## src/rtl/mem_arbiter_pkg.sv

```systemverilog
// Shared types for the memory arbiter: FSM state, grant encoding and default bus widths.
// Other blocks on the control path use the same width defaults.
package mem_arbiter_pkg;

  localparam int ADDR_W_DEF  = 6;
  localparam int DATA_W_DEF  = 16;
  localparam int TIMEOUT_DEF = 15;
  localparam int TO_W_DEF    = 4;

  typedef enum logic [1:0] {
    IDLE = 2'd0,
    BUSY = 2'd1,
    RESP = 2'd2
  } arb_state_t;

  typedef enum logic {
    GNT_IF = 1'b0,
    GNT_D  = 1'b1
  } gnt_t;

endpackage

```

## src/rtl/mem_arbiter_rr.sv

```systemverilog
// Two-requester round-robin pick; purely combinational, zero latency, no backpressure of its own.
// The last-grant history lives in the parent so the pick only advances when a grant is taken.
module rr_arbiter2
  import mem_arbiter_pkg::*;
(
  input  logic i_if_req,
  input  logic i_d_req,
  input  gnt_t i_last_grant,
  output logic o_vld,
  output gnt_t o_gnt
);

  always_comb begin
    o_vld = i_if_req | i_d_req;
    o_gnt = GNT_IF;
    if (i_if_req && i_d_req) begin
      // on a tie the side that did not win last time goes first
      o_gnt = (i_last_grant == GNT_IF) ? GNT_D : GNT_IF;
    end else if (i_d_req) begin
      o_gnt = GNT_D;
    end
  end

endmodule

```

## src/rtl/mem_arbiter.sv

```systemverilog
// Shares a single-port memory between fetch and load/store, one timeout-guarded transaction at a time.
// Best case ack lands in the third cycle after the request is seen; requesters hold req until their ack.
module mem_arbiter
  import mem_arbiter_pkg::*;
#(
  parameter int ADDR_W  = ADDR_W_DEF,
  parameter int DATA_W  = DATA_W_DEF,
  parameter int TIMEOUT = TIMEOUT_DEF,
  parameter int TO_W    = TO_W_DEF
) (
  input  logic              clk_main,
  input  logic              reset,

  input  logic              if_req,
  input  logic [ADDR_W-1:0] if_addr,
  output logic              if_ack,
  output logic [DATA_W-1:0] if_rdata,
  output logic              if_err,

  input  logic              d_req,
  input  logic              d_we,
  input  logic [ADDR_W-1:0] d_addr,
  input  logic [DATA_W-1:0] d_wdata,
  output logic              d_ack,
  output logic [DATA_W-1:0] d_rdata,
  output logic              d_err,

  output logic              mem_req,
  output logic              mem_we,
  output logic [ADDR_W-1:0] mem_addr,
  output logic [DATA_W-1:0] mem_wdata,
  input  logic [DATA_W-1:0] mem_rdata,
  input  logic              mem_ack
);

  arb_state_t        r_state, w_state_nxt;
  gnt_t              r_gnt, w_gnt_nxt;
  gnt_t              r_last, w_last_nxt;
  logic [TO_W-1:0]   r_cnt, w_cnt_nxt;

  logic              r_mem_req, w_mem_req_nxt;
  logic              r_mem_we, w_mem_we_nxt;
  logic [ADDR_W-1:0] r_mem_addr, w_mem_addr_nxt;
  logic [DATA_W-1:0] r_mem_wdata, w_mem_wdata_nxt;

  logic              r_if_ack, w_if_ack_nxt;
  logic              r_if_err, w_if_err_nxt;
  logic [DATA_W-1:0] r_if_rdata, w_if_rdata_nxt;
  logic              r_d_ack, w_d_ack_nxt;
  logic              r_d_err, w_d_err_nxt;
  logic [DATA_W-1:0] r_d_rdata, w_d_rdata_nxt;

  logic              w_pick_vld;
  gnt_t              w_pick;
  logic              w_timeout;
  logic              w_done;
  logic [DATA_W-1:0] w_resp_dat;

  rr_arbiter2 u_rr (
    .i_if_req     (if_req),
    .i_d_req      (d_req),
    .i_last_grant (r_last),
    .o_vld        (w_pick_vld),
    .o_gnt        (w_pick)
  );

  assign w_timeout  = (r_cnt == TO_W'(TIMEOUT - 1));
  assign w_done     = mem_ack | w_timeout;
  // writes and aborted transactions both return zero data
  assign w_resp_dat = (mem_ack && !r_mem_we) ? mem_rdata : '0;

  always_comb begin
    w_state_nxt     = r_state;
    w_gnt_nxt       = r_gnt;
    w_last_nxt      = r_last;
    w_cnt_nxt       = r_cnt;
    w_mem_req_nxt   = r_mem_req;
    w_mem_we_nxt    = r_mem_we;
    w_mem_addr_nxt  = r_mem_addr;
    w_mem_wdata_nxt = r_mem_wdata;
    w_if_ack_nxt    = 1'b0;
    w_if_err_nxt    = 1'b0;
    w_if_rdata_nxt  = '0;
    w_d_ack_nxt     = 1'b0;
    w_d_err_nxt     = 1'b0;
    w_d_rdata_nxt   = '0;

    case (r_state)
      IDLE: begin
        if (w_pick_vld) begin
          w_gnt_nxt     = w_pick;
          w_last_nxt    = w_pick;
          w_cnt_nxt     = '0;
          w_mem_req_nxt = 1'b1;
          if (w_pick == GNT_IF) begin
            w_mem_we_nxt    = 1'b0;
            w_mem_addr_nxt  = if_addr;
            w_mem_wdata_nxt = '0;
          end else begin
            w_mem_we_nxt    = d_we;
            w_mem_addr_nxt  = d_addr;
            w_mem_wdata_nxt = d_wdata;
          end
          w_state_nxt = BUSY;
        end
      end

      BUSY: begin
        if (w_done) begin
          w_mem_req_nxt = 1'b0;
          w_state_nxt   = RESP;
          // response registers load here so the ack is visible throughout RESP
          if (r_gnt == GNT_IF) begin
            w_if_ack_nxt   = 1'b1;
            w_if_err_nxt   = ~mem_ack;
            w_if_rdata_nxt = w_resp_dat;
          end else begin
            w_d_ack_nxt   = 1'b1;
            w_d_err_nxt   = ~mem_ack;
            w_d_rdata_nxt = w_resp_dat;
          end
        end else begin
          w_cnt_nxt = r_cnt + TO_W'(1);
        end
      end

      RESP: begin
        w_state_nxt = IDLE;
      end

      default: begin
        w_state_nxt   = IDLE;
        w_mem_req_nxt = 1'b0;
      end
    endcase
  end

  always_ff @(posedge clk_main or negedge reset) begin
    if (!reset) begin
      r_state     <= IDLE;
      r_gnt       <= GNT_IF;
      r_last      <= GNT_D;
      r_cnt       <= '0;
      r_mem_req   <= 1'b0;
      r_mem_we    <= 1'b0;
      r_mem_addr  <= '0;
      r_mem_wdata <= '0;
      r_if_ack    <= 1'b0;
      r_if_err    <= 1'b0;
      r_if_rdata  <= '0;
      r_d_ack     <= 1'b0;
      r_d_err     <= 1'b0;
      r_d_rdata   <= '0;
    end else begin
      r_state     <= w_state_nxt;
      r_gnt       <= w_gnt_nxt;
      r_last      <= w_last_nxt;
      r_cnt       <= w_cnt_nxt;
      r_mem_req   <= w_mem_req_nxt;
      r_mem_we    <= w_mem_we_nxt;
      r_mem_addr  <= w_mem_addr_nxt;
      r_mem_wdata <= w_mem_wdata_nxt;
      r_if_ack    <= w_if_ack_nxt;
      r_if_err    <= w_if_err_nxt;
      r_if_rdata  <= w_if_rdata_nxt;
      r_d_ack     <= w_d_ack_nxt;
      r_d_err     <= w_d_err_nxt;
      r_d_rdata   <= w_d_rdata_nxt;
    end
  end

  assign mem_req   = r_mem_req;
  assign mem_we    = r_mem_we;
  assign mem_addr  = r_mem_addr;
  assign mem_wdata = r_mem_wdata;
  assign if_ack    = r_if_ack;
  assign if_err    = r_if_err;
  assign if_rdata  = r_if_rdata;
  assign d_ack     = r_d_ack;
  assign d_err     = r_d_err;
  assign d_rdata   = r_d_rdata;

endmodule

```

## config.mk

```make
export PLATFORM = sky130hd
export DESIGN_NAME = mem_arbiter
export DESIGN_NICKNAME = d
export VERILOG_FILES = /design/src/rtl/mem_arbiter_pkg.sv /design/src/rtl/mem_arbiter_rr.sv /design/src/rtl/mem_arbiter.sv
export SDC_FILE = /design/constraint.sdc
export NUM_CORES = 1
export LEC_CHECK = 0
export BUFFER_PORTS_ARGS = -buffer_cell sky130_fd_sc_hd__buf_2
export CAP_MARGIN = 20
export CORE_MARGIN = 10
export CORE_UTILIZATION = 45
export DETAILED_ROUTE_END_ITERATION = 7
export GPL_TIMING_DRIVEN = 0
export PLACE_DENSITY = 0.87
export SYNTH_ARGS = -nofsm -noshare
export SYNTH_HDL_FRONTEND = slang
export SYNTH_SLANG_ARGS = --single-unit
export TNS_END_PERCENT = 10
```

## constraint.sdc

```tcl
create_clock -name clk_main -period 2.01 [get_ports clk_main]
set_clock_uncertainty 0.2 [all_clocks]
set_input_delay 0.402 -clock clk_main [delete_from_list [all_inputs] [get_ports clk_main]]
set_output_delay 0.402 -clock clk_main [all_outputs]
set_load 0.05 [all_outputs]
```

# --- Word-level counts from Yosys, hierarchy flattened ---
# Cells that the tools add are included.
word_totals:
  register_bits: 68
  elab_cells: 68
  inputBits: 50
  output_inout_bits: 60
op_classes:
  n_reduce_logical: 9
  eq_ne: 6
  mux: 34
  n_bitwise: 4
  addsub: 1
ops:
  columns: ["operator", "n"]
  rows:
  - ["two-way mux 16 bit", 8]
  - ["two-way mux 1 bit", 18]
  - ["two-way mux 4 bit", 2]
  - ["case mux 4 bit (2 select lines)", 1]
  - ["two-way mux 6 bit", 1]
  - ["AND reduction 3 bit", 2]
  - ["adder 4 x 1 -> 4 bit, second input constant", 1]
  - ["equality test 4 bit, second input constant", 1]
  - ["two-way mux 2 bit", 2]
  - ["inequality test 2 bit, second input constant", 2]
  - ["case mux 2 bit (2 select lines)", 1]
  - ["AND reduction 2 bit", 2]
  - ["case mux 1 bit (3 select lines)", 1]
  - ["equality test 2 x 1 -> 1 bit, second input constant", 1]
  - ["equality test 2 bit, second input constant", 1]
  - ["logical AND 1 bit", 2]
  - ["logical NOT 2 bit", 1]
  - ["inequality test 2 x 1 -> 1 bit, second input constant", 1]
  - ["NOT 1 bit", 2]
  - ["bitwise OR 1 bit", 2]
  - ["nonzero test 2 bit", 1]
  - ["logical NOT 1 bit", 1]

# --- Longest topological paths before layout ---
# Gate-level depths: netlist of run 1.
depth:
  ltp_word: 6
  mapped_depth: 5
  depth_no_buf: 5

# --- By module ---
# Synthesis of run 1 repeated with hierarchy kept, for this count alone.
unflattened:
  hier_cells: 220
  hier_area_um2: 2565.0
modules_own_cells:
  columns: ["mod", "cells_each", "area_per_inst_um2", "instances", "seq_area_each_um2"]
  rows:
  - ["mem_arbiter", 218, 2551.2, 1, 1702.9]
  - ["rr_arbiter2", 2, 13.8, 1, 0.0]

# --- Worst setup path after synthesis of run 1 ---
# OpenSTA, ideal clock, no wires.
synth_path:
  path_kind: "reg-to-reg"
  from: "reg r_state[0]"
  to: "reg r_mem_wdata[0] (netlist: mem_wdata[0])"
  required_time_ns: 1.689
  t_arrival_ns: 1.337
  setup_time_ns: 0.121
  synth_period_minus_slack_ns: 1.658
  path_stages_with_launch: 6
  setup_slack_ns: 0.352
  path_cell_list: "dfrtp_1 -> or2_1 -> or2_1 -> buf_2 -> buf_2 -> a22o_1"
synth_between:
  elab_chain_cells: 2
synth_rtl:
  columns: ["item", "line_no", "rtl"]
  rows:
  - ["start, declared", "mem_arbiter.sv:36", "arb_state_t r_state, w_state_nxt;"]
  - ["start signal, assigned", "mem_arbiter.sv:155", "r_state <= w_state_nxt;"]
  - ["logical NOT 2 bit", "mem_arbiter.sv:88", "case (r_state)"]
  - ["AND reduction 2 bit (no line)", null, null]
  - ["end signal, assigned", "mem_arbiter.sv:162", "r_mem_wdata <= w_mem_wdata_nxt;"]
  - ["end, declared", "mem_arbiter.sv:44", "logic [DATA_W-1:0] r_mem_wdata, w_mem_wdata_nxt;"]
# Every way passes these cells.
# A chain may end at the register's enable or synchronous reset.

# --- Worst setup path after layout of run 1 ---
layout_path:
  from: "reg r_state[0]"
  to: "reg r_mem_wdata[15] (netlist: mem_wdata[15])"
# Same word-level chain as after synthesis.

==> results.md, run 1 <==
* Status: completed
* Root buffer cell: clkbuf_8
* Final number of hold-violating endpoints at 0
* Setup violations, final at 0
* Synth async-reset ratio at 1.00
* Area delta synth->final at 34.6%
* Rel. slew slack at 0.615
* Hold path cells at 2
* PortBufs at 109
* FF-to-FF End: mem_wdata[15]
* Inserted Clock Buffers at 9
* CTS tree: done
* Type of the worst min-delay path: in -> reg
* Tightest Pin Transition at 0.578 ns
* Final ANT Viol Nets at 0
* Synth warn at 0
* Rows at 26
* Fin Hold WS at 0.0871 ns
* Worst reg2reg setup slack at around 0.2 ns
* Clk sinks at 68
* Top cell type's share of synthesized area at 0.676
* Die area at 0.00888 mm2
* Gr usage total at 0.143
* Most frequent cell after synthesis: dfrtp_1
* Critical-path maximum fanout at 10
* Floorplan die width at 94.3 um
* Clock latency on the worst-skew pair at 0.32 ns
* Predominant post-synthesis flop cell: dfrtp_1
* Area leader, netlist: dfrtp_1
* Critical Path Sink Type: flip-flop
* Clk buf depth at 2
* Cells after Synth at 181
* Synth top cells by count: dfrtp_1, and2_1, a22o_1
* Sequential element share of the synthesized area at 0.686
* DRT Pass-1 Iters at 4
* Max Slew Vio Count at 0
* Largest family of logic cells by synthesized area: simple AND/OR/NAND/NOR gates
* Max-cap violations at 0
* Setup total negative slack at 0 ns
* Synthesized Nets at 233
* Static Leak at 1.88 nW
* Share of cells above drive strength 1 at 0.442
* Fillers at 409
* Initial DRC count at around 120
* GP Congestion at 0.775
* Top Ports at 110
* Power Dens Cells at 1550 mW/mm2
* # diodes at 0
* Avg WL per Cell at 16.3 um
* Nets at 355
* Antenna violations before repair at 0
* Post-synth EDFFs at 0
* Cell Area, Synth at 0.00248 mm2
* Vias per cell at 4.86
* Largest net degree at the start of global routing at 43
* Via count at between 1,500 and 2,000
* Power Total at 5.16 mW
* Synth top area cells: dfrtp_1, and2_1, a22o_1, o21ai_0, mux2i_1
* XOR/XNOR Fraction of Synth Area at 0
* Fmax at 554 MHz
* Period utilisation layout at 0.899
* CTS clk-pin slew, worst paths at around 0.07 ns
* Synth Area in Simple Gates at 0.136
* Reg2Reg Depth at 5
* Synth Area in Compound Gates at 0.122
* Pre-CTS setup slack at roughly 0.033 ns
* WP data required at approximately 2 ns
* Number of global-route vias before repair at 2,033
* Max VDD drop at 0.918 mV
* Hold endpoint: mem_wdata[12]
* Flops & latches, synth at 68
* Mux contribution to synthesized area at 0.0242
* HPWL Detailed at 4850 um
* Worst reg2reg startpoint: r_state[0]
* Core area at 0.00524 mm2
* Tmin final at 1.81 ns
* Worst setup margin at 0.204 ns
* Worst Path Arrival at 1.82 ns
* Total wire length at 6170 um
* WS Path Type: reg -> reg
* Crit. Startpoint: r_state[0]
* Grt total ovfl at 0
* RSZ-0062 raised after global routing: false
* Starting Density at 0.474
* Synthesized-area fraction occupied by adder cells at 0.0101
* Avg Cell Area, Syn at 13.7 um2
* Drt drc at 0
* H-Tree Depth at 3
* Die extent in y at 94.3 um
* Hold Startpoint: d_wdata[12]
* Netlist cell types at 34
* First-pass GRT wire length at between 9000 and 10,000 um
* Crit start category: flip-flop
logic make-up (layout without fill, tap and decap cells):
kind of cell	Yosys count	in the layout
flip-flops	68	68
AND/OR/NAND/NOR	51	51
AO/OA/AOI/OAI	42	42
buffers and inverters	12	139
multiplexers	6	6
adder cells (fa/ha/maj)	2	2
cells in the final DEF (no fill, tap or decap), types with 2 or more instances in the layout:
master	n
a21o_1	2
a22o_1	17
and2_1	32
buf_2	115
clkbuf_1	3
clkbuf_8	10
clkinv_2	2
dfrtp_1	67
ha_1	2
inv_1	4
mux2i_1	6
nand3_1	2
nor2_1	3
o21ai_0	15
or2_1	2
power by group:
group / switching, mW / leakage [nW] / total (mW) / internal (mW)
clock: 0.471 / 0.100 / 1.08 / 0.606
combinational: 1.58 / 0.871 / 2.15 / 0.567
sequential: 0.209 / 0.905 / 1.93 / 1.72
total: 2.26 / 1.88 / 5.16 / 2.90
metrics by stage:
step           instance area, um2  cells  utilization
2_1_floorplan                2480    181            -
3_3_place_gp                 3110    360        0.595
3_5_place_dp                 3130    361        0.598
4_1_cts                      3340    378        0.637
5_1_grt                      3340    378        0.638
6_report                     3340    378        0.638
worst max-delay path: stages (launching register included):
cell and delay [ns]:
dfrtp_1 0.41, or2_1 0.25, or2_1 0.22, buf_2 0.16, buf_2 0.19, a22o_1 0.25
repair_timing:
action                                  CTS  global route
endpoints found under the setup margin    0            10
setup buffers                             0             0
hold endpoints to repair                 25             0
gates resized for setup                   0             2
hold buffers                              1             0
how the worst max path moves through the flow:
stage	to	slack, ns	depth (start not counted)
after floorplan	mem_wdata[0]	0.35	5
after global placement	mem_addr[3]	0.05	6
after detailed placement	mem_wdata[15]	0.03	6
after CTS	if_rdata[7]	0.09	4
after global routing	mem_wdata[15]	0.07	5
final	mem_wdata[15]	0.20	5
routing by layer:
layer | wire (um) | vias to the layer above | GRT usage
li1 | - | 875 | -
met1 | 2320 | 893 | 0.158
met4 | 163 | 0 | 0.0684
met5 | 0 | - | 0
met3 | 333 | 12 | 0.0400
met2 | 3350 | 58 | 0.246
sequential cells by signal, indices dropped and copies added, names as in the netlist:
name and cells:
d_rdata 16, if_rdata 16, mem_wdata 16, mem_addr 6, r_cnt 4, r_state 2, d_ack 1, d_err 1
if_ack 1, if_err 1, mem_req 1, mem_we 1, r_gnt 1, r_last 1
cell type report:
type / count / area, um2 / area share
flip-flops and latches: 68 / 1700 / 0.510
multi-input cells: 101 / 726 / 0.217
repair buffers: 111 / 576 / 0.172
clock buffers: 12 / 145 / 0.0435
well taps: 70 / 87.6 / 0.0262
clock inverters: 4 / 48.8 / 0.0146
plain buffers: 8 / 38.8 / 0.0116
inverters: 4 / 15.0 / 0.00450
No activity file was read; power rests on OpenSTA's default activity.
==> run 2, diff against run 1 <==
--- a/config.mk
+++ b/config.mk
@@ -5,13 +5,13 @@
 export SDC_FILE = /design/constraint.sdc
 export NUM_CORES = 1
 export LEC_CHECK = 0
+export ABC_AREA = 1
 export BUFFER_PORTS_ARGS = -buffer_cell sky130_fd_sc_hd__buf_2
-export CAP_MARGIN = 20
 export CORE_MARGIN = 10
 export CORE_UTILIZATION = 45
 export DETAILED_ROUTE_END_ITERATION = 7
 export GPL_TIMING_DRIVEN = 0
-export PLACE_DENSITY = 0.87
+export PLACE_DENSITY = 0.86
 export SYNTH_ARGS = -nofsm -noshare
 export SYNTH_HDL_FRONTEND = slang
 export SYNTH_SLANG_ARGS = --single-unit
==> run 2 against run 1 <==
Compared with the run above:
- hold slack got worse by 0.023 ns
- global-route usage increased by 0.21 points
- setup slack improved by 0.12 ns
- critical path depth increased by 4
- design area increased by 3.7%
- sequential share of layout area decreased by 1.8 points
- wire length increased by 6.6%
- critical path type unchanged
==> results.md, run 2 <==
* Status: completed
* Fmax at 594 MHz
* H-Tree Depth at 3
* Initial DRC count at between 70 and 80
* Top cell type's share of synthesized area at 0.640
* Starting Density at 0.470
* Type of the worst min-delay path: in -> reg
* Grt met2 use at 0.226
* Synth warn at 0
* Most frequent cell after synthesis: nand2_1
* Setup violations, final at 0
* Met1 GRT Util at 0.169
* Max-cap violations at 0
* Switching portion of total power at 0.461
* CTS tree: done
* CTS Hold Bufs at 1
* WP data required at about 2.1 ns
* Setup total negative slack at 0 ns
* Worst Path Arrival at 1.73 ns
* Gr busiest metal: met2
* Post-synth EDFFs at 0
* Synth top cells by count: nand2_1, dfrtp_1, nor2_1
* Drt drc at 0
* Vias per cell at approximately 4.6
* Avg Cell Area, Syn at 9.70 um2
* Clk buf depth at 2
* Total wire length at 6580 um
* Cells after Synth at 270
* RSZ-0062 raised after global routing: false
* CTS clk-pin slew, worst paths at ~0.070 ns
* Synthesized Nets at 322
* Area leader, netlist: dfrtp_1
* Gr usage total at 0.145
* Register Area at ~0.0017 mm2
* Tmin final at ~1.7 ns
* Predominant post-synthesis flop cell: dfrtp_1
* Core area at 0.00557 mm2
* Most common cell after layout, fill and taps aside: buf_2
* Pint at 2.88 mW
* Die area at about 0.0093 mm2
* Area delta synth->final at 32.3%
* First-pass GRT wire length at 10,500 um
* Rows at 27
* Critical Path Sink Type: flip-flop
* Tightest Pin Transition at 0.828 ns
* Fillers at ~470
* Grt met3 use at 0.0638
* Synth top area cells: dfrtp_1, nand2_1, nor2_1, o21ai_0, nor2_2
* Number of global-route vias before repair at 2,213
* HPWL Detailed at 5020 um
* Worst setup margin at 0.327 ns
* Via count at roughly 2,100
* Net switching power at 2.46 mW
* Avg WL per Cell at approximately 14 um
* Pre-CTS setup slack at 0.290 ns
* Nets at roughly 440
* Inserted Clock Buffers at 9
* Synth async-reset ratio at 1.00
* Grt total ovfl at 0
* Die extent in y at 96.3 um
* Max VDD drop at 0.996 mV
* Sequential element share of the synthesized area at 0.650
* Fin Hold WS at 0.0643 ns
* Final ANT Viol Nets at 0
* Crit start category: flip-flop
* Clock power frac at 0.209
* Cts repair resizes at 0
* PortBufs at 109
* # diodes at 0
* Largest net degree at the start of global routing at 69
* Netlist cell types at 22
* Max Slew Vio Count at 0
* Power Dens Cells at 1540 mW/mm2
* Rel. slew slack at 0.448
* Static Leak at 2.02 nW
* Root buffer cell: clkbuf_8
* Cell Area, Synth at 0.00262 mm2
* Floorplan die width at 96.3 um
* Period utilisation layout at 0.837
* Multi-input logic area at 807 um2
* Combinational group share of total power at 0.432
* Post-CTS Setup Repair Bufs at 0
* Critical-path maximum fanout at 10
* Flops & latches, synth at 68
* DRT Pass-1 Iters at 4
* Antenna violations before repair at 0
* GP Congestion at 0.805
* Final number of hold-violating endpoints at 0
* Most frequent cells in the layout: buf_2, nand2_1, dfrtp_1
* Flop pwr share at 0.358
* WS Path Type: reg -> reg
* Share of cells above drive strength 1 at 0.376
* Clock latency on the worst-skew pair at 0.33 ns
* Clk sinks at 68
* Top Ports at 110
## run 2: changes by cell type after synthesis, sizes merged, moves of 4 or more
cell,before,now
o21ai,15,19
inv,4,11
nor2,4,43
a22o,17,0
mux2i,6,0
and2,32,0
nand3,2,7
nand2,1,108
## run 2: cell type report
| cell class | instances | share of cell area |
|---|---|---|
| inverters | 11 | 0.0119 |
| clock inverters | 2 | 0.0101 |
| multi-input cells | 181 | 0.233 |
| clock buffers | 14 | 0.0469 |
| plain buffers | 10 | 0.0195 |
| well taps | 72 | 0.0260 |
| flip-flops and latches | 68 | 0.492 |
| repair buffers | 110 | 0.161 |
## run 2: power groups by stage
| stage | Combinational, mW | Clock, mW | Sequential, mW |
|---|---|---|---|
| 5_1_grt | 2.51 | 1.21 | 1.95 |
| 3_3_place_gp | 2.30 | 0 | 1.91 |
| 3_5_place_dp | 2.34 | 0 | 1.93 |
| 2_1_floorplan | 0.698 | 0 | 2.94 |
| 6_report | 2.31 | 1.12 | 1.91 |
| 4_1_cts | 2.35 | 1.14 | 1.91 |
## run 2: layer usage
layer	share of wire	vias up
li1	-	1067
met1	0.41	979
met2	0.46	85
met3	0.12	6
met4	0.0096	0
met5	0	-
## run 2: critical path, stage by stage, from the launching register on
cell	delay [ns]
dfrtp_1	0.42
inv_1	0.08
ha_1	0.17
nand3_2	0.10
nand2_2	0.07
inv_2	0.05
nor2_8	0.11
nand2_4	0.11
buf_6	0.16
nor2_1	0.12
## run 2: stage by stage
| stage | instance area (um2) | util | instances | total power [mW] |
|---|---|---|---|---|
| 2_1_floorplan | 2620 | - | 270 | 3.63 |
| 3_3_place_gp | 3250 | 0.584 | 451 | 4.21 |
| 3_5_place_dp | 3260 | 0.584 | 451 | 4.27 |
| 4_1_cts | 3460 | 0.622 | 468 | 5.40 |
| 5_1_grt | 3460 | 0.622 | 468 | 5.68 |
| 6_report | 3460 | 0.622 | 468 | 5.34 |
## run 2: final timing paths
check                           startpoint            end  slack, ns  cells after the start
worst max-delay path              r_cnt[0]     d_rdata[6]       0.33                      9
worst max register to register    r_cnt[0]     d_rdata[6]       0.33                      9
worst min-delay path               mem_ack          d_err       0.06                      2
min in group asynchronous            reset   mem_wdata[4]       0.51                      2
max in group asynchronous            reset  mem_wdata[15]       0.56                      2
worst min register to register      r_last         r_last       0.27                      2
## run 2: kinds of logic after synthesis
kind of cell	after synthesis	share of synthesized area
xor gates and xnor gates	1	0.00335
buffers and inverters	21	0.0416
and+or+nand+nor	159	0.259
adders and majority gates	2	0.00955
AOI/OAI and AO/OA	19	0.0363
DFF	68	0.650
==> run 3, diff against run 2 <==
==> constraint.sdc (replaced) <==
create_clock -name clk_main -period 1.6 [get_ports clk_main]
set_clock_uncertainty 0.2 [all_clocks]
set_input_delay 0.32 -clock clk_main [delete_from_list [all_inputs] [get_ports clk_main]]
set_output_delay 0.32 -clock clk_main [all_outputs]
set_load 0.05 [all_outputs]
==> run 3 against run 2 <==
Compared with the run above:
- largest power group unchanged
- design area increased by 6.0%
- the flow now finishes with violations (setup timing)
- register-to-register slack worse by 0.36 ns
- critical path depth stayed put
- flip-flop and latch count is the same
- hold slack worse by 0.037 ns
- via count rose by 2.6%
- fmax rose by 3.1%
- highest routed layer unchanged
==> results.md, run 3 (synthesis results as in run 2) <==
* Status: complete, but fails checks
* Tmin final at ~1.6 ns
* Fin Hold WS at 0.0276 ns
* Worst path max stage delay at 0.38 ns
* CTS clk-pin slew, worst paths at about 0.070 ns
* H-Tree Depth at 3
* # diodes at 0
* Hold endpoint: mem_wdata[0]
* Area delta synth->final at 40.3%
* Grt met3 use at 0.0638
* RSZ-0062 raised after global routing: true
* Drt drc at 0
* GP Congestion at between 0.8 and 0.9
* Clk buf depth at 2
* Cell chain of the critical path: inv_1 > ha_2 > nand3_2 > nand2_2 > inv_2 > nor2_8 > nand2_8 > buf_12 > nor2_2
* PortBufs at 109
* Most common cell after layout, fill and taps aside: buf_2
* Die extent in y at 96.3 um
* Worst setup margin at -0.0321 ns
* Tightest Pin Transition at 0.826 ns
* WS Path Type: reg -> reg
* Rows at 27
* Slowest cell on crit path: dfrtp_1
* Gr usage total at 0.145
* FF-to-FF End: d_rdata[9]
* Critical-path maximum fanout at 10
* Period utilisation layout at 1.02
* Inserted Clock Buffers at 9
* Max-cap violations at 0
* Final number of hold-violating endpoints at 0
* Total wire length at 6810 um
* Violated checks: setup timing
* Gr busiest metal: met2
* Worst path top cell family by delay: simple AND/OR/NAND/NOR gates
* Hold Startpoint: d_wdata[0]
* Fillers at 453
* Rel. slew slack at 0.449
* Final ANT Viol Nets at 0
* First-pass GRT wire length at between 10,000 and 15,000 um
* Floorplan die width at 96.3 um
* Hold path cells at 3
* Most frequent cells in the layout: buf_2, nand2_1, dfrtp_1
* Grt total ovfl at 0
* Antenna violations before repair at 0
* Largest net degree at the start of global routing at slightly below 70
* Post-route cell area at 0.00367 mm2
* Met1 GRT Util at 0.167
* Root buffer cell: clkbuf_8
* Via count at between 2,000 and 2,500
* Avg WL per Cell at 14.3 um
* Crit start category: flip-flop
* Share of cells above drive strength 1 at 0.444
* Vias per cell at 4.62
* Setup total negative slack at -0.136 ns
* Setup violations, final at 9
* Starting Density at 0.470
* Number of global-route vias before repair at ~2,200
* Die area at slightly above 0.009 mm2
* Clk sinks at 68
* Max VDD drop at between 1 and 1.5 mV
* Critical Path Sink Type: flip-flop
* Top Ports at 110
* Core area at about 0.0056 mm2
* Buf+Inv Stages, Crit Path at 3
* Placed Area at 0.00326 mm2
* Grt met2 use at 0.227
* Clock latency on the worst-skew pair at 0.33 ns
* Nets at between 400 and 500
* Fmax at between 600 and 700 MHz
* Worst Path Arrival at 1.69 ns
* Type of the worst min-delay path: in -> reg
* Max Slew Vio Count at 0
* Power Dens Cells at 1890 mW/mm2
* CTS tree: done
* Static Leak at 2.06 nW
* Reg2Reg Depth at 9
* Worst reg2reg setup slack at -0.03 ns
* HPWL Detailed at 5020 um
* DRT Pass-1 Iters at 4
* Initial DRC count at 63
* WP data required at 1.65 ns
* Worst reg2reg startpoint: r_cnt[0]
==> run 3: timing repair <==
action	CTS	global route
buffers inserted	1	4
resized for setup	4	36
endpoints found under the setup margin	29	41
pin swaps	0	1
endpoints found under the hold margin	69	0
hold buffers	2	0
cloned	0	1
==> run 3: routing by layer <==
metal / wire length (um) / share of wire / vias to the layer above
li1: - / - / 1083
met1: 2700 / 0.40 / 1015
met2: 3230 / 0.47 / 89
met3: 798 / 0.12 / 6
met4: 85 / 0.012 / 0
met5: 0 / 0 / -
==> run 3: through the flow <==
stage / worst slack, ns / instances / utilization / power [mW]
5_1_grt: -0.112 / 475 / 0.659 / 7.38
3_5_place_dp: -0.0865 / 451 / 0.584 / 5.37
6_report: -0.0321 / 475 / 0.659 / 6.96
2_1_floorplan: 0.120 / 270 / - / 4.57
3_3_place_gp: -0.252 / 451 / 0.584 / 5.29
4_1_cts: -0.0312 / 470 / 0.628 / 6.83
==> run 3: how the worst max path moves through the flow <==
stage | from | end | slack, ns | cells past startpoint
4_1_cts | r_cnt[0] | d_rdata[9] | -0.03 | 9
6_report | r_cnt[0] | d_rdata[9] | -0.03 | 9
3_3_place_gp | reset | if_rdata[4] | -0.25 | 1
3_5_place_dp | r_cnt[0] | d_rdata[6] | -0.09 | 9
2_1_floorplan | r_cnt[0] | d_rdata[10] | 0.12 | 9
5_1_grt | r_cnt[0] | d_rdata[8] | -0.11 | 9
==> run 3: tightest hold or removal path, delay by kind of cell <==
kind                   cells  cell delay (ns)
buffers and inverters      1             0.10
AO/OA/AOI/OAI              1             0.06
AND/OR/NAND/NOR            1             0.05
==> run 3: cell type report <==
class | count | area (um2) | share of cell area
inverter | 11 | 41.3 | 0.0112
timing repair buffer | 117 | 646 | 0.176
multi-input combinational | 181 | 911 | 0.248
buffer | 10 | 85.1 | 0.0232
clock buffer | 14 | 163 | 0.0443
sequential | 68 | 1700 | 0.464
tap | 72 | 90.1 | 0.0245
clock inverter | 2 | 35.0 | 0.00954
==> run 3: report_power, final <==
group / internal, mW / switching, mW / leakage [nW] / total (mW)
clock: 0.805 / 0.598 / 0.101 / 1.40
sequential: 2.16 / 0.247 / 0.912 / 2.40
combinational: 0.793 / 2.36 / 1.04 / 3.16
total: 3.75 / 3.21 / 2.06 / 6.96
